[src/rtl/uart_pkg.sv]
// Shared UART definitions: transmitter state encoding and default frame/oversampling
// constants reused by the baud generator, transmitter and receiver.
package uart_pkg;

    typedef enum logic [1:0] {
        UART_TX_IDLE  = 2'd0,
        UART_TX_START = 2'd1,
        UART_TX_DATA  = 2'd2,
        UART_TX_STOP  = 2'd3
    } uart_tx_state_e;

    localparam int UART_DATA_BITS = 8;
    localparam int UART_NUM_TICKS = 16;

    // Index width that stays at least one bit wide for degenerate counts.
    function automatic int idx_width(input int n);
        return (n > 1) ? $clog2(n) : 1;
    endfunction

endpackage

[src/rtl/rr_arbiter.sv]
// Combinational round-robin pick: first asserted request at or after ptr, wrapping
// modulo NUM_REQ. Produces a one-hot grant, its index and an any-grant flag.
module rr_arbiter
    import uart_pkg::*;
#(
    parameter  int NUM_REQ = 2,
    localparam int IW      = idx_width(NUM_REQ)
) (
    input  logic [NUM_REQ-1:0] req,
    input  logic [IW-1:0]      ptr,
    output logic [NUM_REQ-1:0] grant,
    output logic [IW-1:0]      grant_idx,
    output logic               grant_valid
);

    localparam int SW = IW + 1;
    localparam logic [SW-1:0] NUM_REQ_W = SW'(NUM_REQ);

    // Requests rotated so that position 0 is the current priority holder.
    logic [NUM_REQ-1:0] rot_req;
    logic [IW-1:0]      rot_idx [NUM_REQ];

    for (genvar gi = 0; gi < NUM_REQ; gi++) begin : g_rot
        localparam logic [SW-1:0] OFFSET = SW'(gi);
        logic [SW-1:0] sum;
        assign sum          = {1'b0, ptr} + OFFSET;
        assign rot_idx[gi]  = (sum >= NUM_REQ_W) ? IW'(sum - NUM_REQ_W) : sum[IW-1:0];
        assign rot_req[gi]  = req[rot_idx[gi]];
    end

    always_comb begin
        grant       = '0;
        grant_idx   = '0;
        grant_valid = 1'b0;
        for (int k = 0; k < NUM_REQ; k++) begin
            if (!grant_valid && rot_req[k]) begin
                grant_valid = 1'b1;
                grant_idx   = rot_idx[k];
            end
        end
        if (grant_valid) begin
            grant[grant_idx] = 1'b1;
        end
    end

endmodule

[src/rtl/uart_tx_arbiter.sv]
// Round-robin shares one UART TX line between NUM_REQ byte producers and serializes
// each accepted byte as an 8N1 frame paced by the oversampling tick.
module uart_tx_arbiter
    import uart_pkg::*;
#(
    parameter  int NUM_REQ   = 2,
    parameter  int DATA_BITS = UART_DATA_BITS,
    parameter  int num_ticks = UART_NUM_TICKS,
    localparam int IW        = idx_width(NUM_REQ)
) (
    input  logic                          clk,
    input  logic                          reset,
    input  logic                          tick,
    input  logic [NUM_REQ-1:0]            req_valid,
    input  logic [NUM_REQ*DATA_BITS-1:0]  req_data,
    output logic [NUM_REQ-1:0]            req_ready,
    output logic                          tx,
    output logic                          busy,
    output logic [IW-1:0]                 grant_id
);

    localparam int TW = idx_width(num_ticks);
    localparam int BW = idx_width(DATA_BITS);
    localparam logic [TW-1:0] TICK_LAST = TW'(num_ticks - 1);
    localparam logic [BW-1:0] BIT_LAST  = BW'(DATA_BITS - 1);
    localparam logic [IW-1:0] REQ_LAST  = IW'(NUM_REQ - 1);

    uart_tx_state_e       state_q, state_d;
    logic [TW-1:0]        tick_cnt_q, tick_cnt_d;
    logic [BW-1:0]        bit_cnt_q, bit_cnt_d;
    logic [DATA_BITS-1:0] shreg_q, shreg_d;
    logic                 tx_q, tx_d;
    logic                 busy_q, busy_d;
    logic [IW-1:0]        grant_id_q, grant_id_d;
    logic [IW-1:0]        ptr_q, ptr_d;
    logic                 bit_end;

    logic [NUM_REQ-1:0]   arb_grant;
    logic [IW-1:0]        arb_idx;
    logic                 arb_valid;
    logic [DATA_BITS-1:0] req_bytes [NUM_REQ];

    for (genvar gi = 0; gi < NUM_REQ; gi++) begin : g_unpack
        assign req_bytes[gi] = req_data[gi*DATA_BITS +: DATA_BITS];
    end

    rr_arbiter #(
        .NUM_REQ     (NUM_REQ)
    ) u_arb (
        .req         (req_valid),
        .ptr         (ptr_q),
        .grant       (arb_grant),
        .grant_idx   (arb_idx),
        .grant_valid (arb_valid)
    );

    always_comb begin
        state_d    = state_q;
        tick_cnt_d = tick_cnt_q;
        bit_cnt_d  = bit_cnt_q;
        shreg_d    = shreg_q;
        tx_d       = tx_q;
        busy_d     = busy_q;
        grant_id_d = grant_id_q;
        ptr_d      = ptr_q;
        req_ready  = '0;
        bit_end    = 1'b0;

        // The tick counter only runs inside a frame, so a tick landing on the
        // acceptance cycle never shortens the start bit.
        if (state_q != UART_TX_IDLE && tick) begin
            if (tick_cnt_q == TICK_LAST) begin
                tick_cnt_d = '0;
                bit_end    = 1'b1;
            end else begin
                tick_cnt_d = tick_cnt_q + TW'(1);
            end
        end

        case (state_q)
            UART_TX_IDLE: begin
                req_ready = arb_grant;
                if (arb_valid) begin
                    shreg_d    = req_bytes[arb_idx];
                    grant_id_d = arb_idx;
                    ptr_d      = (arb_idx == REQ_LAST) ? '0 : arb_idx + IW'(1);
                    tick_cnt_d = '0;
                    bit_cnt_d  = '0;
                    tx_d       = 1'b0;
                    busy_d     = 1'b1;
                    state_d    = UART_TX_START;
                end
            end
            UART_TX_START: begin
                if (bit_end) begin
                    tx_d      = shreg_q[0];
                    bit_cnt_d = '0;
                    state_d   = UART_TX_DATA;
                end
            end
            UART_TX_DATA: begin
                if (bit_end) begin
                    shreg_d = shreg_q >> 1;
                    if (bit_cnt_q == BIT_LAST) begin
                        bit_cnt_d = '0;
                        tx_d      = 1'b1;
                        state_d   = UART_TX_STOP;
                    end else begin
                        bit_cnt_d = bit_cnt_q + BW'(1);
                        tx_d      = shreg_d[0];
                    end
                end
            end
            UART_TX_STOP: begin
                if (bit_end) begin
                    busy_d  = 1'b0;
                    state_d = UART_TX_IDLE;
                end
            end
            default: begin
                tx_d    = 1'b1;
                busy_d  = 1'b0;
                state_d = UART_TX_IDLE;
            end
        endcase
    end

    always_ff @(posedge clk) begin
        if (reset) begin
            state_q    <= UART_TX_IDLE;
            tick_cnt_q <= '0;
            bit_cnt_q  <= '0;
            shreg_q    <= '0;
            tx_q       <= 1'b1;
            busy_q     <= 1'b0;
            grant_id_q <= '0;
            ptr_q      <= '0;
        end else begin
            state_q    <= state_d;
            tick_cnt_q <= tick_cnt_d;
            bit_cnt_q  <= bit_cnt_d;
            shreg_q    <= shreg_d;
            tx_q       <= tx_d;
            busy_q     <= busy_d;
            grant_id_q <= grant_id_d;
            ptr_q      <= ptr_d;
        end
    end

    assign tx       = tx_q;
    assign busy     = busy_q;
    assign grant_id = grant_id_q;

endmodule

[config.mk]
export PLATFORM = sky130hd
export DESIGN_NAME = uart_tx_arbiter
export DESIGN_NICKNAME = d
export VERILOG_FILES = /design/src/rtl/uart_pkg.sv /design/src/rtl/rr_arbiter.sv /design/src/rtl/uart_tx_arbiter.sv
export SDC_FILE = /design/constraint.sdc
export NUM_CORES = 1
export LEC_CHECK = 0
export ABC_AREA = 1
export ABC_CLOCK_PERIOD_IN_PS = 2400
export BUFFER_PORTS_ARGS = -buffer_cell sky130_fd_sc_hd__buf_2
export CAP_MARGIN = 20
export CELL_PAD_IN_SITES_DETAIL_PLACEMENT = 0
export CELL_PAD_IN_SITES_GLOBAL_PLACEMENT = 1
export CORE_MARGIN = 2
export CORE_UTILIZATION = 30
export CTS_CLUSTER_DIAMETER = 200
export DETAILED_ROUTE_END_ITERATION = 8
export HOLD_SLACK_MARGIN = 0.08
export PLACE_DENSITY_LB_ADDON = 0.05
export SLEW_MARGIN = 0
export SYNTH_ARGS = -nofsm -noshare
export SYNTH_HDL_FRONTEND = slang
export SYNTH_HIERARCHICAL = 1
export SYNTH_SLANG_ARGS = --single-unit
export TNS_END_PERCENT = 20
[constraint.sdc]
create_clock -name clk -period 2.4 [get_ports clk]
set_input_delay 0.24 -clock clk [delete_from_list [all_inputs] [get_ports clk]]
set_output_delay 0.24 -clock clk [all_outputs]
set_load 0.1 [all_outputs]
# --- After elaboration in Yosys (flattened, before gate mapping) ---
# Cells that the tools add are included.
word_totals:
  register_bits: 21
  latchBits: 0
  ramBits: 0
  romBits: 0
  inputBits: 21
  out_inout_bits: 5
  word_cells: 92
  memories: 0
classes:
  add_sub_neg: 6
  n_mul: 0
  div_mod_pow: 0
  n_lt_le_gt_ge: 7
  n_eq_ne: 10
  shift: 0
  n_mux: 46
  n_bitwise: 1
  n_reduce_logical: 14
op_table:
  columns: ["cell", "n"]
  rows:
  - ["8-bit 2-to-1 mux", 5]
  - ["1-bit 2-to-1 mux", 20]
  - ["4-bit 2-to-1 mux", 4]
  - ["8-bit one-hot mux with 2 select lines", 1]
  - ["2-bit 2-to-1 mux", 7]
  - ["3-bit 2-to-1 mux", 4]
  - ["2-bit inequality test, second input constant", 5]
  - ["3-bit one-hot mux with 3 select lines", 1]
  - ["2-bit one-hot mux with 4 select lines", 1]
  - ["1-bit by 2-bit < comparator with 1-bit output, second input constant", 3]
  - ["3-bit AND reduction", 2]
  - ["2-bit nonzero test", 3]
  - ["5-bit AND reduction", 1]
  - ["4-bit by 1-bit adder with 4-bit output, second input constant", 1]
  - ["2-bit equality test, second input constant", 2]
  - ["4-bit equality test, second input constant", 1]
  - ["2-bit greater-or-equal comparator, second input constant", 2]
  - ["4-bit AND reduction", 1]
  - ["3-bit by 1-bit adder with 3-bit output, second input constant", 1]
  - ["3-bit equality test, second input constant", 1]
  - ["1-bit logical AND", 3]
  - ["1-bit one-hot mux with 3 select lines", 1]
  - ["3-bit nonzero test", 1]
  - ["1-bit by 1-bit adder with 2-bit output, second input constant", 1]
  - ["11 further kinds", 12]

# --- Logic depth before layout (Yosys ltp) ---
# Gate-level depths: netlist of the first run.
logic_depth:
  word_depth: 14
  ltp_mapped: 12
  ltp_nobuf: 10

# --- Modules after synthesis ---
# The synthesis of the first run kept the hierarchy.
modules_own_cells:
  columns: ["mod", "n_inst", "cells_per_inst", "area_each_um2", "seq_area_each_um2"]
  rows:
  - ["uart_tx_arbiter", 1, 189, 1297.5, 420.4]
  - ["rr_arbiter", 1, 7, 30.0, 0.0]

# --- Worst setup path before layout of the first run ---
# Ideal clock, no wire load.
synth_path:
  kind: "register -> output"
  from: "reg state_q[0]"
  to: "out req_ready[0]"
  arrival_time_ns: 1.363
  required_time_ns: 2.160
  slack_ns: 0.797
  stages_incl_launch_ff: 6
  path_buffers: 1
  cell_sequence: "dfxtp_1 -> inv_1 -> ha_1 -> buf_6 -> nand2_1 -> inv_1"
synth_between:
  elab_chain_len: 2
synth_rtl:
  columns: ["item", "line_no", "text"]
  rows:
  - ["start: declaration", "uart_tx_arbiter.sv:28", "uart_tx_state_e state_q, state_d;"]
  - ["start signal: assignment", "uart_tx_arbiter.sv:139", "state_q <= state_d;"]
  - ["2-bit zero test", "uart_tx_arbiter.sv:80", "case (state_q)"]
  - ["2-bit 2-to-1 mux", "uart_tx_arbiter.sv:80", null]
  - ["end: declaration", "uart_tx_arbiter.sv:16", "output logic [NUM_REQ-1:0] req_ready,"]
# Every way passes these cells.

# --- Worst setup path after layout of the first run ---
layout_path:
  from: "reg state_q[1]"
  to: "out req_ready[0]"
# The elaborated chain is that of the path after synthesis.

==> results.yml, run 1 <==
status:
  outcome: "complete, no violations"
yosys:
  synthTopCellsByArea: "dfxtp_1 32%, nand2_1 15%, ha_1 7.5%"
  async_flop_share_pct: 0
  synth-main-ff-cell: "dfxtp_1"
  yosys.area.top_type: "dfxtp_1"
  yosysWarningCount: 6
  syn-instance-count: 196
  synth_top_cell_area_share_pct: 31.7
  synthTopCellsByCount: "53 x nand2_1, 25 x nor2_1, 21 x dfxtp_1"
  synth_edf_count: 0
  ys_ff_latch: 21
  syn_avg_cell_area_um2: 6.77
  synth_seq_area_share_pct: 31.7
  ys_types: 28
  syn_nets: 225
  synth_most_common_cell: "nand2_1"
  synth_area_um2: 1330
grt:
  grt_pass1_wl_um: 5290
  grt_pass1_vias: 1213
  grt_antenna_before_repair: 0
  grt_max_degree: 17
  grtUsageTotal_pct: 12.8
  grt-ovfl-total: 0
cts:
  clockBufferDepth: 2
  post_cts_resized: 0
  numClockSinks: 21
  cts_tree: "done"
  htreeDepth: 1
  post_cts_buffers: 0
  hold_buffers: 0
  clk_latency_ps: 260
  clkTransAtPathRegs_ps: 90
  root_buffer: "clkbuf_8"
  cts-buffers-inserted: 3
timing:
  maxSlewHeadroom_pct: 62.2
  setup_viol: 0
  finalCritPeriodShare_pct: 87.8
  hold_violations: 0
  tightestPinTransition_ps: 566
  rsz0062_at_grt: "false"
  finalCriticalPeriod_ps: 2110
  setup_tns_ps: 0
  slew_viol_final: 0
  holdWs_ps: 154
  fin_skew_ps: 10.0
  max_freq_ghz: 0.474
flow_run:
  drv_cap: 0
setup_path:
  cp_slowest_cell: "ha_1"
  path_class: "register to output port"
  crit_required_ps: 2160
  timing.rr.start: "state_q[1]$_SDFFE_PP0P_"
  cpPeakStageDelay_ps: 530
  crit_fanout: 10
  start_kind: "register"
  path_cells: "inv_1, ha_1, nand2_1, inv_1, buf_2"
  cp_common_cell: "inv_1"
  arrival_ps: 1870
  cp-startpoint: "state_q[1]$_SDFFE_PP0P_"
  endpoint_kind: "output port"
floorplanning:
  ioPinCount: 26
  start_util_pct: 30.9
  rows: 24
  core-area_um2: 4290
  die_h_um: 70.5
  dieWidth_um: 70.5
  die-area_um2: 4970
routing:
  drtPass1Iterations: 4
  ant_nets: 0
  drc_errors: 0
  drtIter0Drc: 36
  via_count: 1234
  drt-wirelength-per-cell_um: 10.9
  wl_um: 2960
  via_per_inst: 4.54
final_layout:
  area_growth_pct: 14.1
  final_nets: 250
  fin_util_pct: 35.3
  fin_area_um2: 1520
  antenna_cells: 0
  layout-drive-gt1-share_pct: 22.7
power:
  power_uw: 1950
  p_int_uw: 950
  power.leakage_uw: 0.000790
  p_sw_uw: 1000
  power.share.sequential_pct: 29.2
  p_sw_share_pct: 51.4
  share_comb_of_total_power_pct: 58.7
  p_per_area_nw_per_um2: 1290
  clockPowerShare_pct: 12.1
  vdd.ir_drop.worst_v: 0.000637
worst_hold_path:
  min_from: "reset"
  hold_path.class: "input pin to register"
placed_design:
  gp_congestion: 0.842
  portBuffers: 25
  hpwl_um: 2310
  dpl_cell_area_um2: 1470
==> routing by layer <==
metal	GRT usage [%]	wire, um
met5	0	0
met4	2.99	17
met3	2.89	119
met2	20.1	1320
met1	17.9	1500
==> state kept, by name (all words and copies together), names as in the netlist <==
register and flops:
busy 1, bit_cnt_q 3, grant_id 1, shreg_q 8
ptr_q 1, tx 1, state_q 2, tick_cnt_q 4
==> path summary, 6_finish.rpt <==
check	to	slack, ps	cells past startpoint
setup / recovery	req_ready[0]	290	5
hold / removal	busy$_SDFFE_PP0P_	150	2
setup reg to reg	shreg_q[3]$_SDFFE_PP0P_	600	9
hold reg to reg	grant_id$_SDFFE_PP0P_	480	1
==> worst max-delay path: cells and delay by family, from the launching register on <==
kind / cells / cell delay (ps)
adder cells (fa/ha/maj): 1 / 530
AND/OR/NAND/NOR: 1 / 110
flip-flops: 1 / 340
buffers and inverters: 3 / 620
==> cell type report <==
cell class                      instances  area (um2)
Clock buffer                            4        45.0
Sequential cell                        21         420
Timing Repair Buffer                   26         133
Fill cell                             467        2780
Tap cell                               52        65.1
Multi-Input combinational cell        144         756
Inverter                               25        96.3
==> power by group through the flow <==
stage          clock [uW]  sequential [uW]  combinational (uW)
2_1_floorplan           0              687                 915
3_3_place_gp            0              577                1150
3_5_place_dp            0              579                1160
4_1_cts               244              571                1160
5_1_grt               267              594                1320
6_report              237              571                1150
==> cells in the final DEF, fill, tap and decap left out, drive strengths merged <==
| cell | instances |
|---|---|
| a211oi | 1 |
| a21oi | 8 |
| a22o | 1 |
| buf | 26 |
| clkbuf | 4 |
| clkinv | 1 |
| dfxtp | 21 |
| ha | 8 |
| inv | 24 |
| nand2 | 59 |
| nand3 | 10 |
| nand3b | 1 |
| nand4 | 3 |
| nor2 | 34 |
| o21ai | 17 |
| o21bai | 1 |
| o31ai | 1 |
==> kinds of logic after synthesis <==
| logic type | synth area share, % |
|---|---|
| simple gates | 37.0 |
| buf+inv | 11.4 |
| compound gates | 12.3 |
| flops | 31.7 |
| fa+ha+maj | 7.54 |
==> through the flow <==
stage | worst slack, ps | std cells
final | 292 | 272
after global routing | 112 | 272
after CTS | 270 | 272
after detailed placement | 555 | 268
after global placement | 619 | 268
after floorplan | 797 | 196
(Power assumes the default switching activity.)
==> run 2, diff against run 1 <==
Settings changed: PLACE_DENSITY set to 0.7, PLACE_DENSITY_LB_ADDON 0.05 to unset.
==> run 2 against run 1 <==
  * Combinational power barely moved
  * Fmax rose by 2.1%
  * Clock skew fell by 7.4 ps
  * Count of clock-buffer cells in the layout fell by 1
  * Critical path depth did not move
  * Final cell count did not move
  * Hold slack got worse by 5.0 ps
  * Via count fell by 0.81%
==> results.yml, run 2 (synthesis results as in run 1) <==
grt:
  grtUsageTotal_pct: 11.6
  grt_pass1_wl_um: 4640
  grt_antenna_before_repair: 0
  met3_usage_pct: 2.60
  busiest_layer: "met2"
  grt-ovfl-total: 0
  grt_pass1_vias: 1054
  grt_max_degree: 17
  met1_usage_pct: 15.2
  grt.met2_usage_pct: 17.9
timing:
  tightestPinTransition_ps: 548
  slew_viol_final: 0
  hold_violations: 0
  setup_viol: 0
  setup_tns_ps: 0
  maxSlewHeadroom_pct: 63.5
  max_freq_ghz: 0.484
  rsz0062_at_grt: "false"
  finalCriticalPeriod_ps: 2060
  finalCritPeriodShare_pct: 86.0
  fin_skew_ps: 2.67
final_layout:
  final_common_cell: "nand2_1"
  layout-drive-gt1-share_pct: 23.2
  largest-register: "shreg_q"
  fin_area_um2: 1520
  largest_reg_flops: 8
  antenna_cells: 0
  final_nets: 250
  layout_common_cells: "53 x nand2_1, 25 x nor2_1, 25 x buf_2"
  reg_top3: "shreg_q x8, tick_cnt_q x4, bit_cnt_q x3"
  area_growth_pct: 14.4
setup_path:
  reg2reg_to: "shreg_q[3]$_SDFFE_PP0P_"
  endpoint_kind: "output port"
  start_kind: "register"
  crit_fanout: 10
  cpPeakStageDelay_ps: 520
  r2r_cells: 9
  path_class: "register to output port"
  path_cells: "inv_1, ha_1, nand2_1, inv_1, buf_2"
  path_buf_inv: 3
  timing.rr.start: "state_q[0]$_SDFFE_PP0P_"
  r2r_setup_slack_ps: 630
  cp_slowest_cell: "ha_1"
  crit_family: "buffers and inverters"
  crit_required_ps: 2160
  cp_common_cell: "inv_1"
  arrival_ps: 1820
status:
  outcome: "complete, no violations"
cts:
  clk_latency_ps: 270
  post_cts_resized: 0
  root_buffer: "clkbuf_8"
  post_cts_buffers: 0
  clkTransAtPathRegs_ps: 90
  cts-buffers-inserted: 3
  htreeDepth: 1
  clockBufferDepth: 2
  hold_buffers: 0
  numClockSinks: 21
  cts_tree: "done"
floorplanning:
  rows: 24
  dieWidth_um: 70.5
  die-area_um2: 4970
  die_h_um: 70.5
  ioPinCount: 26
  start_util_pct: 30.9
  core-area_um2: 4290
routing:
  wl_um: 2740
  ant_nets: 0
  drtIter0Drc: 62
  via_count: 1224
  drtPass1Iterations: 4
  drc_errors: 0
  via_per_inst: 4.50
  drt-wirelength-per-cell_um: 10.1
worst_hold_path:
  hold_path.class: "input pin to register"
  min_from: "reset"
  whs_endpoint: "busy$_SDFFE_PP0P_"
  whs_path_depth: 2
flow_run:
  drv_cap: 0
power:
  vdd.ir_drop.worst_v: 0.000580
  p_per_area_nw_per_um2: 1290
  power.leakage_uw: 0.000789
placed_design:
  gp_congestion: 0.751
  portBuffers: 25
  hpwl_um: 2060
  dpl_cell_area_um2: 1470
[run 2: worst max-delay path by stage]
| stage | from | end | slack, ps | cells past startpoint |
|---|---|---|---|---|
| after floorplan | state_q[0]$_SDFFE_PP0P_ | req_ready[0] | 800 | 5 |
| after global placement | state_q[1]$_SDFFE_PP0P_ | req_ready[0] | 620 | 5 |
| final | state_q[0]$_SDFFE_PP0P_ | req_ready[0] | 340 | 5 |
| after global routing | state_q[0]$_SDFFE_PP0P_ | req_ready[0] | 200 | 5 |
| after detailed placement | state_q[0]$_SDFFE_PP0P_ | req_ready[0] | 610 | 5 |
| after CTS | state_q[0]$_SDFFE_PP0P_ | req_ready[0] | 310 | 5 |
[run 2: cell type report]
type,instances,area [um2]
Multi-Input combinational cell,144,756
Clock buffer,3,41.3
Tap cell,52,65.1
Timing Repair Buffer,26,133
Clock inverter,1,7.51
Inverter,25,96.3
Fill cell,495,2780
Sequential cell,21,420
[run 2: worst register-to-register path, stage by stage, from the launching register on]
cell and delay, ps:
dfxtp_1 340, inv_1 120, ha_1 520, nand2_2 160, o21ai_2 120, nand2_4 80
inv_4 150, nand2_1 80, nand2_1 70, nor2_2 40
[run 2: layer usage]
metal	vias to the layer above	part of all wire [%]
li1	663	-
met3	5	4.1
met5	-	0
met2	20	43
met4	0	2.0
met1	536	51
[run 2: report_power, final]
| part | total [uW] | switching (uW) | internal, uW |
|---|---|---|---|
| logic | 1140 | 796 | 346 |
| clock network | 250 | 132 | 118 |
| registers | 566 | 80.7 | 485 |
[run 2: per-stage QoR]
step / worst slack (ps) / hold slack, ps / total power (uW) / std cells / util (%)
6_report: 335 / 149 / 1960 / 272 / 35.4
3_5_place_dp: 613 / 432 / 1730 / 268 / 34.2
3_3_place_gp: 618 / 437 / 1730 / 268 / 34.2
5_1_grt: 202 / 148 / 2140 / 272 / 35.4
2_1_floorplan: 797 / 309 / 1600 / 196 / -
4_1_cts: 305 / 144 / 1980 / 272 / 35.4
==> run 3, diff against run 2 <==
Settings changed: CORE_UTILIZATION 30 to 41, PLACE_DENSITY 0.7 to 0.89.
==> run 3 against run 2 <==
  * Sequential share of layout area increased by 0.61 points
  * Combinational power about the same
  * Global-route usage increased by 3.1 points
  * Worst setup slack got worse by 30 ps
  * Clock power decreased by 31%
  * Count of clock-buffer cells in the layout increased by 1
  * Fmax decreased by 1.4%
  * Flip-flop and latch count unchanged
  * Non-clock buffer count unchanged
  * Largest power group unchanged
==> results.yml, run 3 (synthesis results as in run 1) <==
status:
  outcome: "complete, no violations"
grt:
  grt_antenna_before_repair: 0
  grt_max_degree: 17
  grtUsageTotal_pct: 14.7
  grt-ovfl-total: 0
  grt_pass1_vias: 949
  grt_pass1_wl_um: 4090
routing:
  wl_um: 2480
  via_per_inst: 4.51
  drtIter0Drc: 55
  ant_nets: 0
  drt-wirelength-per-cell_um: 9.41
  via_count: 1190
  drtPass1Iterations: 6
  drc_errors: 0
timing:
  max_freq_ghz: 0.477
  finalCritPeriodShare_pct: 87.3
  rsz0062_at_grt: "false"
  hold_violations: 0
  setup_tns_ps: 0
  maxSlewHeadroom_pct: 64.4
  tightestPinTransition_ps: 535
  fin_ws_ps: 305
  fin_skew_ps: 14.7
  setup_viol: 0
  slew_viol_final: 0
  finalCriticalPeriod_ps: 2090
final_layout:
  antenna_cells: 0
  reg_top3: "shreg_q x8, tick_cnt_q x4, bit_cnt_q x3"
  multi_input_area_um2: 756
  area_growth_pct: 12.0
  filler_cell_count: 339
  fin_util_pct: 48.3
  regArea_um2: 420
  largest-register: "shreg_q"
  final_nets: 250
  largest_reg_flops: 8
  layout-drive-gt1-share_pct: 22.7
  layout_common_cells: "53 x nand2_1, 25 x nor2_1, 25 x buf_2"
  final_common_cell: "nand2_1"
setup_path:
  crit_fanout: 10
  arrival_ps: 1850
  endpoint_kind: "output port"
  start_kind: "register"
  path_cells: "inv_1, ha_1, nand2_1, inv_1, buf_2"
  cp_common_cell: "inv_1"
  crit_family: "buffers and inverters"
  path_class: "register to output port"
  crit_required_ps: 2160
  cp_slowest_cell: "ha_1"
  path_buf_inv: 3
  cpPeakStageDelay_ps: 510
cts:
  numClockSinks: 21
  clk_latency_ps: 310
  cts_tree: "done"
  htreeDepth: 1
  clkTransAtPathRegs_ps: 130
  hold_buffers: 0
  post_cts_buffers: 0
  root_buffer: "clkbuf_4"
  post_cts_resized: 0
  clockBufferDepth: 2
  cts-buffers-inserted: 3
flow_run:
  drv_cap: 0
floorplanning:
  ioPinCount: 26
  die-area_um2: 3710
  die_h_um: 60.9
  start_util_pct: 43.1
  rows: 20
  core-area_um2: 3080
  dieWidth_um: 60.9
power:
  power_uw: 1870
  p_per_area_nw_per_um2: 1260
  vdd.ir_drop.worst_v: 0.000838
  power.leakage_uw: 0.000782
worst_hold_path:
  hold_path.class: "input pin to register"
placed_design:
  portBuffers: 25
  place_ws_ps: 637
  hpwl_um: 1910
  gp_congestion: 0.824
## run 3: path summary, 6_finish.rpt
check	from	to	slack [ps]	depth (start not counted)
setup / recovery	state_q[0]$_SDFFE_PP0P_	req_ready[1]	310	5
hold / removal	reset	busy$_SDFFE_PP0P_	100	2
setup reg to reg	state_q[0]$_SDFFE_PP0P_	bit_cnt_q[2]$_SDFFE_PP0P_	620	9
hold reg to reg	tx$_SDFFE_PP1P_	tx$_SDFFE_PP1P_	490	2
## run 3: power breakdown
| part | switching (uW) | total, uW | internal (uW) | leakage [uW] |
|---|---|---|---|---|
| Sequential | 81.3 | 566 | 485 | 0.000173 |
| Clock | 108 | 173 | 64.8 | 0.0000150 |
| Combinational | 785 | 1130 | 346 | 0.000593 |
| Total | 975 | 1870 | 896 | 0.000782 |
## run 3: metrics by stage
step	hold WS (ps)	area, um2	cells
final	105	1490	264
after global routing	96.3	1490	264
after detailed placement	448	1460	260
after floorplan	309	1330	196
after CTS	105	1490	264
after global placement	450	1460	260
## run 3: area by class of cell
| cell class | instances | area share [%] |
|---|---|---|
| multi-input combinational | 144 | 50.8 |
| sequential | 21 | 28.3 |
| timing repair buffer | 26 | 8.92 |
| inverter | 25 | 6.48 |
| tap | 44 | 3.70 |
| clock buffer | 4 | 1.77 |
## run 3: layer usage
metal | track usage, % | vias to the layer above | share of wire (%)
met5 | 0 | - | 0
met1 | 21.1 | 507 | 54
met4 | 4.66 | 0 | 1.1
li1 | - | 662 | -
met2 | 21.2 | 19 | 41
met3 | 4.48 | 2 | 4.3
